<file path="config.mk">
export PLATFORM = sky130hd
export DESIGN_NAME = swi_conditioner
export DESIGN_NICKNAME = d
export VERILOG_FILES = /design/src/rtl/top_pkg.sv /design/src/rtl/swi_debounce_bit.sv /design/src/rtl/swi_conditioner.sv
export SDC_FILE = /design/constraint.sdc
export NUM_CORES = 1
export LEC_CHECK = 0
export ABC_AREA = 1
export CORE_MARGIN = 2
export CORE_UTILIZATION = 55
export DETAILED_ROUTE_END_ITERATION = 10
export MAX_ROUTING_LAYER = met4
export PLACE_DENSITY = 0.79
export SYNTH_ARGS = -nofsm -noshare
export SYNTH_HDL_FRONTEND = slang
export SYNTH_HIERARCHICAL = 1
export SYNTH_SLANG_ARGS = --single-unit
</file>
<file path="constraint.sdc">
create_clock -name clk_2 -period 0.8 [get_ports clk_2]
set_input_delay 0.16 -clock clk_2 [delete_from_list [all_inputs] [get_ports clk_2]]
set_output_delay 0.16 -clock clk_2 [all_outputs]
set_load 0.03 [all_outputs]
</file>
<file path="src/rtl/top_pkg.sv">
// rtl/top_pkg.sv - shared constants for the switch conditioning path
package top_pkg;

    localparam int NBITS_TOP        = 8;
    localparam int DEBOUNCE_DEFAULT = 3;

    // Counter wide enough to hold 0..cycles, so cycles-1 is always reachable.
    function automatic int cnt_width(input int cycles);
        return (cycles < 1) ? 1 : $clog2(cycles + 1);
    endfunction

endpackage

</file>
<file path="src/rtl/swi_debounce_bit.sv">
// rtl/swi_debounce_bit.sv - one switch bit: 2-flop synchronizer, stability counter, edge pulses
module swi_debounce_bit
    import top_pkg::*;
#(
    parameter int DEBOUNCE_CYCLES = DEBOUNCE_DEFAULT
) (
    input  logic clk_2,
    input  logic reset,
    input  logic raw,
    output logic clean,
    output logic rise,
    output logic fall,
    output logic pulse_next
);

    localparam int CW = cnt_width(DEBOUNCE_CYCLES);
    localparam logic [CW-1:0] CNT_LAST = CW'(DEBOUNCE_CYCLES - 1);

    logic          sync1_q, sync1_d;
    logic          sync2_q, sync2_d;
    logic [CW-1:0] cnt_q,   cnt_d;
    logic          clean_q, clean_d;
    logic          rise_q,  rise_d;
    logic          fall_q,  fall_d;

    always_comb begin
        sync1_d = raw;
        sync2_d = sync1_q;
        cnt_d   = cnt_q;
        clean_d = clean_q;
        rise_d  = 1'b0;
        fall_d  = 1'b0;
        // Any return to the accepted level restarts the stability window.
        if (sync2_q == clean_q) begin
            cnt_d = '0;
        end else if (cnt_q == CNT_LAST) begin
            clean_d = sync2_q;
            cnt_d   = '0;
            rise_d  = sync2_q;
            fall_d  = ~sync2_q;
        end else begin
            cnt_d = cnt_q + CW'(1);
        end
    end

    always_ff @(posedge clk_2 or posedge reset) begin
        if (reset) begin
            sync1_q <= 1'b0;
            sync2_q <= 1'b0;
            cnt_q   <= '0;
            clean_q <= 1'b0;
            rise_q  <= 1'b0;
            fall_q  <= 1'b0;
        end else begin
            sync1_q <= sync1_d;
            sync2_q <= sync2_d;
            cnt_q   <= cnt_d;
            clean_q <= clean_d;
            rise_q  <= rise_d;
            fall_q  <= fall_d;
        end
    end

    assign clean      = clean_q;
    assign rise       = rise_q;
    assign fall       = fall_q;
    assign pulse_next = rise_d | fall_d;

endmodule

</file>
<file path="src/rtl/swi_conditioner.sv">
// rtl/swi_conditioner.sv - debounced switch vector with per-bit rise/fall pulses
module swi_conditioner
    import top_pkg::*;
#(
    parameter int NBITS           = NBITS_TOP,
    parameter int DEBOUNCE_CYCLES = DEBOUNCE_DEFAULT
) (
    input  logic             clk_2,
    input  logic             reset,
    input  logic [NBITS-1:0] swi_raw,
    output logic [NBITS-1:0] swi_clean,
    output logic [NBITS-1:0] swi_rise,
    output logic [NBITS-1:0] swi_fall,
    output logic             swi_changed
);

    // Reset asserts immediately but releases on a clk_2 edge.
    logic rst_q, rst_d;

    always_comb begin
        rst_d = 1'b0;
    end

    always_ff @(posedge clk_2 or posedge reset) begin
        if (reset) begin
            rst_q <= 1'b1;
        end else begin
            rst_q <= rst_d;
        end
    end

    logic [NBITS-1:0] pulse_next;

    for (genvar i = 0; i < NBITS; i++) begin : g_bit
        swi_debounce_bit #(
            .DEBOUNCE_CYCLES(DEBOUNCE_CYCLES)
        ) u_bit (
            .clk_2      (clk_2),
            .reset      (rst_q),
            .raw        (swi_raw[i]),
            .clean      (swi_clean[i]),
            .rise       (swi_rise[i]),
            .fall       (swi_fall[i]),
            .pulse_next (pulse_next[i])
        );
    end

    // Registered from the bits' next-state pulses so it lines up with rise/fall.
    logic changed_q, changed_d;

    always_comb begin
        changed_d = |pulse_next;
    end

    always_ff @(posedge clk_2 or posedge rst_q) begin
        if (rst_q) begin
            changed_q <= 1'b0;
        end else begin
            changed_q <= changed_d;
        end
    end

    assign swi_changed = changed_q;

endmodule

</file>
==> results.txt, run 1 <==
* Number of warnings printed during yosys synthesis: 6
- After synthesis, the largest area contributor takes up 67.9% of total cell area.
- When the global-route repair_timing finished, the worst setup path ended at swi_changed$_DFF_PP0_/D.
- The die is about 66 µm tall.
- Buffers inserted during clock tree synthesis total 9.
- Worst-path end type: register input
- The root buffer cell chosen for the clock tree is sky130_fd_sc_hd__clkbuf_8.
- The H-tree generated during clock tree synthesis spans 3 levels.
- The synthesized design contains a little under 60 register bits.
- Routability-driven placement congestion ratio: a little under 0.8
* Cell row count: 22
- Counting along the longest clock path gives a buffer depth of 2.
- Initial Util: between 50% and 60%
* Synthesized netlist net count: between 200 and 250
- Synthesis produced a netlist whose cell count is between 200 and 250.
* Mean area per synthesized cell: 10.3 µm²
* Stop Error: [ERROR DPL-0038] Utilization greater than 100%, impossible to legalize
- Stopping stage: global routing (5_1_grt)
* Library cell occupying the most area in the post-synthesis netlist: sky130_fd_sc_hd__dfrtp_1
- Overall die width: ~66 µm
* Largest net degree at the start of global routing: 10
- Detailed-placement wirelength estimate: between 3000 and 4000 µm
- Yosys mapped the design onto 10 distinct sky130hd cell types.
* Number of placed I/O pins: 35
- The flow did not finish.
- The count of buffers added on input and output ports is 34.
- By area the synthesized netlist is led by sky130_fd_sc_hd__dfrtp_1 68%, sky130_fd_sc_hd__inv_1 8.9%, sky130_fd_sc_hd__nand2_1 6.6%.
- Register area share after synthesis: just under 70%
- Sinks on Clock Net: between 50 and 60
- Summing every instance area after synthesis gives around 0.0021 mm².
-- per-stage QoR --
step	setup WS, ps	cells	area, µm²	setup TNS, ps	hold WS, ps
after detailed placement	-302	326	2810	-3370	181
after floorplan	-235	204	2170	-843	49.7
after CTS	-367	356	3380	-11480	147
after global placement	-226	326	2810	-2300	177
-- what timing repair did --
action                     4_1_cts
hold buffers                     0
resized for setup               80
setup endpoints to repair       66
setup buffers                   17
pin swaps                       21
-- synthesized netlist by cell type --
| cell type | n |
|---|---|
| sky130_fd_sc_hd__nand4_1 | 8 |
| sky130_fd_sc_hd__nor3_1 | 8 |
| sky130_fd_sc_hd__xnor2_1 | 8 |
| sky130_fd_sc_hd__dfrtp_1 | 57 |
| sky130_fd_sc_hd__nand2_1 | 37 |
| sky130_fd_sc_hd__dfstp_2 | 1 |
| sky130_fd_sc_hd__o21bai_1 | 8 |
| sky130_fd_sc_hd__nor2_1 | 26 |
| sky130_fd_sc_hd__inv_1 | 50 |
| sky130_fd_sc_hd__conb_1 | 1 |
-- cell families after synthesis --
kind of cell	after synthesis	share of synthesized area [%]
AOI/OAI and AO/OA	8	2.86
other	1	0.179
DFF	58	69.1
xor gates and xnor gates	8	3.34
and+or+nand+nor	79	15.5
buffers and inverters	50	8.93
==> run 2: changes to the inputs <==
Settings changed: CORE_UTILIZATION 55 to 40, MAX_ROUTING_LAYER met4 to unset, PLACE_DENSITY 0.79 to unset, PLACE_DENSITY_LB_ADDON set to 0.15.
==> results.txt, run 2 <==
- Library cell occupying the most area in the post-synthesis netlist: sky130_fd_sc_hd__dfrtp_1
- Via-per-instance ratio: around 4.2
- The cell area after technology mapping came to 0.00210 mm² (unchanged).
- The worst setup path is launched from a register.
* Worst setup path startpoint: g_bit[7].u_bit/clean$_DFFE_PP0P_
- Post-Place Cells: 349 (+7.1%)
- Mean area per synthesized cell: 10.3 µm² (unchanged)
- The number of clock sinks was 58 (unchanged).
* Post-DRT Antenna Nets: 0
- The path class of the tightest hold or removal check is in2async.
- Summed over all nets, wire length on met3 after detailed routing comes to between 150 and 200 µm.
- The internal portion of the total power is 8.65 mW.
- Switching power as a share of total power: between 30% and 40%
- The TritonCTS buffer count came to 9 (unchanged).
- The top cell types in the final layout, fill and taps aside, are 63 x sky130_fd_sc_hd__buf_6, 47 x sky130_fd_sc_hd__dfrtp_1, 40 x sky130_fd_sc_hd__inv_1, 34 x sky130_fd_sc_hd__nand2_1, 24 x sky130_fd_sc_hd__buf_4.
- Synthesized netlist net count: 214 (unchanged)
- Setup repair after global routing could not meet its margin everywhere.
* Number of cells produced by synthesis: 204 (unchanged)
* DR DRC count: 0
- The worst register-to-register path ends at swi_changed$_DFF_PP0_.
* Number of maximum-capacitance violations: 0
- Util after Layout: between 70% and 80%
* Routability-driven placement congestion ratio: 0.805 (+2.3%)
- The first TritonRoute pass finished after 4 iterations.
- Clock group share of total power: between 10% and 20%
- The register with the most flip-flops in the layout has 16 of them.
- DP Worst Slack: -279 ps (+22.9 ps)
* Routed length on met2: 2300 µm
* Number of warnings printed during yosys synthesis: 6 (unchanged)
- Source-to-sink clock delay at the later pin of the worst-skew pair: 330 ps
* Number of placed I/O pins: 35 (unchanged)
- Met1 routed wirelength after detailed routing: between 1500 and 2000 µm
- For this run, the number of standard cells in the final layout without fillers is ~390.
- Final sum of negative setup slack: -12070 ps
- Detailed-placement wirelength estimate: 2810 µm (-9.0%)
* Violation count after the first detailed-route iteration: 48
- Setup slack on the critical path of the routed design comes to -367 ps.
- Most instantiated library cell after synthesis: sky130_fd_sc_hd__dfrtp_1
- Via count of the first global-routing pass: between 1500 and 2000
* Total of fill cells in the finished design: 384
* Most common cell after layout, fill and taps aside: sky130_fd_sc_hd__buf_6
- The register area share after synthesis is 69.1% (unchanged).
* Sequential Power Share: 31.2%
- Mean routed wirelength per cell: ~11 µm
- For the worst setup path, the data required time is about 640 ps.
- The worst-case IR drop observed on VDD is 2320 µV.
- The vertical die dimension came to 76.5 µm (+16%).
- Ratio of final minimum period to clock period: 146%
* Violations in the final reports: negative setup slack
* Via count of the routed design: 1637
* Top cells by count, synth: 57 x sky130_fd_sc_hd__dfrtp_1, 50 x sky130_fd_sc_hd__inv_1, 37 x sky130_fd_sc_hd__nand2_1
- The floorplan step defined a die boundary enclosing 0.00585 mm².
* Worst-path maximum fanout: 2
- Initial Util: 41.4% (-16 points)
- First-pass GRT wire length: a little over 7000 µm
- The number of antenna diodes in the final layout is 0.
- Summed over all cells, the static leakage comes to 1.85 nW.
- Skew final: 8.25 ps
- Highest routing layer actually used: met4
- Static timing analysis puts the maximum clock frequency at between 800 and 900 MHz.
- TritonCTS built the clock tree.
- Dominant register cell in the synthesized netlist: sky130_fd_sc_hd__dfrtp_1
* Area share of the largest cell type after synthesis: 67.9% (unchanged)
- After clock tree synthesis, the clock-pin slew on the worst setup and hold paths is roughly 60 ps.
* Overall die width: 76.5 µm (+16%)
- Initial antenna violation count: 0
* Min cycle time layout: between 1000 and 1500 ps
- The flow ran to the end, but the final reports show violations.
- Largest net degree at the start of global routing: 10
- In this run the power density over the cells is 3640 mW/mm².
- IO buf count: 34 (unchanged)
* Total number of H-tree levels: 3 (unchanged)
* Total Nets Final: roughly 320
* Area added between synthesis and finish: 72.0%
- In this run the critical register-to-register path is launched from g_bit[0].u_bit/clean$_DFFE_PP0P_.
* Final Hold Viols: 0
- Following the worst setup path forward leads to its endpoint at swi_clean[7].
* Max-slew violation count: 0
- Setup violations remaining at the end of the flow were counted as 65.
- The number of buffers on the longest clock path was 2 (unchanged).
* Remaining global-route overflow: 0
- The total number of placement rows came to 26 (+18%).
* WL final: 4430 µm
* Largest register by flop count: g_bit.u_bit/cnt_q
* EDFF count, synth: 0 (unchanged)
- Unique masters post-synth: 10 (unchanged)
- The async set or reset register ratio after synthesis came to 100% (unchanged).
- Net Switching: ~4.5 mW
- Overall Global Routing Usage: between 10% and 20%
- Combinational group share of total power: between 50% and 60%
- By area the synthesized netlist is led by sky130_fd_sc_hd__dfrtp_1 68%, sky130_fd_sc_hd__inv_1 8.9%, sky130_fd_sc_hd__nand2_1 6.6%.
- The critical path in this run is classified as reg2out.
- Of the cells placed in the final design, the portion with a size suffix greater than 1 is a little under half.
* Area of the core: just over 0.005 mm²
- The synthesized flop and latch total came to 58 (unchanged).
- Flop-to-flop setup slack: -350 ps
* Arrival time at the worst endpoint: just over 1000 ps
* Root buffer cell: sky130_fd_sc_hd__clkbuf_8
- Number of cells on the worst reg-to-reg path: 7
- The number of hold buffers added after CTS was 0 (unchanged).
- Critical Path End Type: output port
## run 2: layer usage
| layer | global-route usage [%] | vias up |
|---|---|---|
| met5 | 0 | - |
| met4 | 8.00 | 0 |
| met3 | 6.99 | 9 |
| met2 | 26.8 | 32 |
| met1 | 18.1 | 775 |
| li1 | - | 821 |
## run 2: final cells by class
class | instances | area [µm²] | area share (%)
well taps | 70 | 87.6 | 2.42
repair buffers | 96 | 980 | 27.1
flip-flops and latches | 58 | 1470 | 40.5
inverters | 50 | 208 | 5.75
clock buffers | 16 | 160 | 4.43
multi-input cells | 96 | 713 | 19.7
## run 2: power groups by stage
stage	Combinational, mW	Sequential, mW	Clock, mW
finish	6.80	4.10	2.25
floorplan	1.61	4.75	0
CTS	5.59	4.04	2.33
global route	7.31	4.18	2.47
detailed placement	4.25	4.12	0
global placement	4.20	4.09	0
## run 2: worst min-delay path by stage
| stage | end | slack [ps] | cells past startpoint |
|---|---|---|---|
| 3_5_place_dp | swi_changed$_DFF_PP0_ | 180 | 1 |
| 5_1_grt | rst_q$_DFF_PP1_ | 140 | 2 |
| 2_1_floorplan | rst_q$_DFF_PP1_ | 50 | 1 |
| 4_1_cts | rst_q$_DFF_PP1_ | 100 | 2 |
| 6_report | rst_q$_DFF_PP1_ | 130 | 2 |
| 3_3_place_gp | swi_changed$_DFF_PP0_ | 190 | 1 |
## run 2: timing repair
item	in CTS	in global routing
resized for setup	66	50
endpoints found under the setup margin	65	66
cloned	0	0
buffers inserted	16	8
pin swaps	13	15
## run 2: worst max-delay path, stage by stage (launching register included)
cell and delay (ps):
sky130_fd_sc_hd__dfrtp_2 420, sky130_fd_sc_hd__buf_6 120, sky130_fd_sc_hd__buf_6 130
## run 2: cell families (layout without fill, tap and decap cells)
| family | after synthesis | in the layout | synth area share, % |
|---|---|---|---|
| compound gates | 8 | 8 | 2.86 |
| xor+xnor | 8 | 8 | 3.34 |
| buf+inv | 50 | 162 | 8.93 |
| flops | 58 | 58 | 69.1 |
| other cells | 1 | 1 | 0.179 |
| simple gates | 79 | 79 | 15.5 |
## run 2: metrics by stage
stage                     instance area [µm²]  total power [mW]  hold slack, ps
after floorplan                          2170              6.36            49.7
after global placement                   2840              8.30             190
after detailed placement                 2840              8.37             184
after CTS                                3360              12.0             105
after global routing                     3610              14.0             138
final                                    3610              13.2             130
(Power assumes the default switching activity.)
==> run 3: changes to the inputs <==
Settings changed: GPL_TIMING_DRIVEN set to 0.
==> results.txt, run 3 (same netlist as run 2, synthesis figures left out) <==
- The run finished, with violations left.
- Violations in the final reports: negative setup slack
* Critical Path End Type: output port
* CP Launch Type: register
- Mean routed wirelength per cell: 11.2 µm (-2.7%)
* Category of cells accounting for the largest share of critical-path delay: flip-flops
* Largest net degree at the start of global routing: 10 (unchanged)
- WL final: 3950 µm (-11%)
* Routed length on met2: 2070 µm (-10%)
- Clk slew on worst S/H paths: 60 ps (about the same)
* IO buf count: 34 (unchanged)
- The floorplan core area is 0.00507 mm² (unchanged).
- Number of setup violations in the final report: 61 (-6.2%)
- The endpoint identified for the worst register-to-register timing path is swi_changed$_DFF_PP0_.
- Maximum vdd ir drop: 2230 µV (-3.7%)
* Area enclosed by the die boundary: 0.00585 mm² (unchanged)
* Worst setup path startpoint: g_bit[7].u_bit/clean$_DFFE_PP0P_
- Detailed-placement wirelength estimate: 2290 µm (-19%)
- The data arrival time of the critical path was 960 ps (-50 ps).
* Final Hold Viols: 0 (unchanged)
- The delay of the slowest critical-path stage was 460 ps (+40 ps).
* Class of the tightest hold or removal check: in2async
- Overall Global Routing Usage: 14.2% (-2.1 points)
- Die span in y: 76.5 µm (unchanged)
- Number of diodes: 0 (unchanged)
- The number of design rule violations left after detail routing is 0 (unchanged).
- Number of placed I/O pins: 35 (unchanged)
- Initial Util: 41.4% (unchanged)
- The maximum achievable frequency is 894 MHz (+4.2%).
* Highest routing layer actually used: met4
- Required time of the critical path: 640 ps (about the same)
- Sinks on Clock Net: 58 (unchanged)
* Root buffer cell: sky130_fd_sc_hd__clkbuf_8
* Power per cell area: 3640 mW/mm² (-0.11%)
- Largest register FFs: 16 (unchanged)
- Worst-path cell chain: buf_6
- The number of nets with antenna violations after detailed routing was 0 (unchanged).
- Number of cells on the worst reg-to-reg path: 6 (-1)
- Cell row count: 26 (unchanged)
- Highest-count cells in the layout ignoring fill and taps: 43 x sky130_fd_sc_hd__dfrtp_1, 40 x sky130_fd_sc_hd__buf_6, 36 x sky130_fd_sc_hd__inv_1, 30 x sky130_fd_sc_hd__nand2_1, 16 x sky130_fd_sc_hd__nor2_1
* Routability-driven placement congestion ratio: 0.777 (-3.4%)
- Skew final: 5.75 ps (-2.50 ps)
* Worst-path maximum fanout: 3 (+1)
- For this design, the slowest cell found on the critical path is sky130_fd_sc_hd__dfrtp_2.
* Post-layout instance count excluding filler cells: 353 (-8.5%)
- The source-to-sink clock delay at the later pin of the worst-skew pair is 340 ps (about the same).
- The final worst-path setup slack was -319 ps (+47.4 ps).
* Via count of the routed design: 1534 (-6.3%)
- Number of buffers created by CTS: 9 (unchanged)
* Total Nets Final: 288 (-10%)
- The via density per instance is 4.35 (+2.5%).
* Via count of the first global-routing pass: 1469 (-13%)
* Count of buffering cells on the critical path with inverters included: 1 (-1)
- Most common cell after layout, fill and taps aside: sky130_fd_sc_hd__dfrtp_1
- The number of hold buffers added after CTS is 0 (unchanged).
- Clock tree buffer depth: 2 (unchanged)
* Number of search-and-repair iterations in the first detailed-routing pass: 4 (unchanged)
- Met1 routed wirelength after detailed routing: 1600 µm (-13%)
* Min cycle time layout: 1120 ps (-47.4 ps)
- The total power is 11.8 mW (-10%).
- Violation count after the first detailed-route iteration: 86 (+79%)
- Total number of H-tree levels: 3 (unchanged)
- The number of placed instances with taps included came to 308 (-12%).
* Max-slew violation count: 0 (unchanged)
- The ratio of final minimum period to clock period is 140% (-5.9 points).
- The flop-to-flop setup slack is -280 ps (+70 ps).
* Unrepaired setup endpoints after global routing: yes
* Remaining global-route overflow: 0 (unchanged)
- Standby leakage power: 1.66 nW (-10%)
* Layout cell share with drive strength beyond 1: 45.6% (-2.2 points)
- The global-route wire length before repair was 6190 µm (-14%).
* CTS tree: done
- Number of maximum-capacitance violations: 0 (unchanged)
- The routed length on met3 is 184 µm (-6.1%).
- The worst setup path is of the reg2out kind.
- Ranked by flip-flop count, first place goes to g_bit.u_bit/cnt_q.
- The chip width came to 76.5 µm (unchanged).
- Launch instance of the worst register-to-register path: g_bit[7].u_bit/clean$_DFFE_PP0P_
- Initial antenna violation count: 0 (unchanged)
- From synthesis to final layout, the design area changed by 54.1%.
-- run 3: per-layer routing --
metal  vias up  track usage [%]
met5         -                0
met2        27             22.2
li1        752                -
met4         0             8.73
met1       746             15.9
met3         9             6.52
-- run 3: layout make-up --
type                    count  area [µm²]
repair buffers             63         646
clock buffers              14         163
fillers                   401        1840
flip-flops and latches     58        1470
clock inverters             2        35.0
multi-input cells          96         637
inverters                  50         200
well taps                  70        87.6
-- run 3: metrics by stage --
step / area [µm²] / setup WS [ps] / setup TNS (ps) / util, % / hold slack [ps]
final: 3240 / -319 / -8890 / 63.8 / 123
after detailed placement: 2600 / -425 / -9800 / 51.2 / 174
after global routing: 3240 / -359 / -11440 / 63.8 / 111
after CTS: 3030 / -313 / -8890 / 59.7 / 109
after global placement: 2600 / -421 / -9560 / 51.2 / 171
after floorplan: 2170 / -235 / -843 / - / 49.7
-- run 3: how the worst max path moves through the flow --
stage	end	slack, ps	depth (start not counted)
after floorplan	swi_changed$_DFF_PP0_	-230	6
after global placement	swi_clean[0]	-420	1
after detailed placement	swi_clean[7]	-430	1
after CTS	swi_clean[7]	-310	1
after global routing	swi_changed$_DFF_PP0_	-360	6
final	swi_clean[7]	-320	1
-- run 3: power breakdown --
part           total [mW]  internal (mW)  switching [mW]  leakage (nW)
Combinational        4.79           2.41            2.38         0.837
Sequential           4.33           3.66           0.667         0.724
Clock                2.66           1.61            1.05         0.101
-- run 3: timing repair --
| action | in CTS | in global routing |
|---|---|---|
| resized for setup | 201 | 43 |
| pin swaps | 16 | 20 |
| setup buffers | 21 | 18 |
| endpoints found under the setup margin | 50 | 65 |
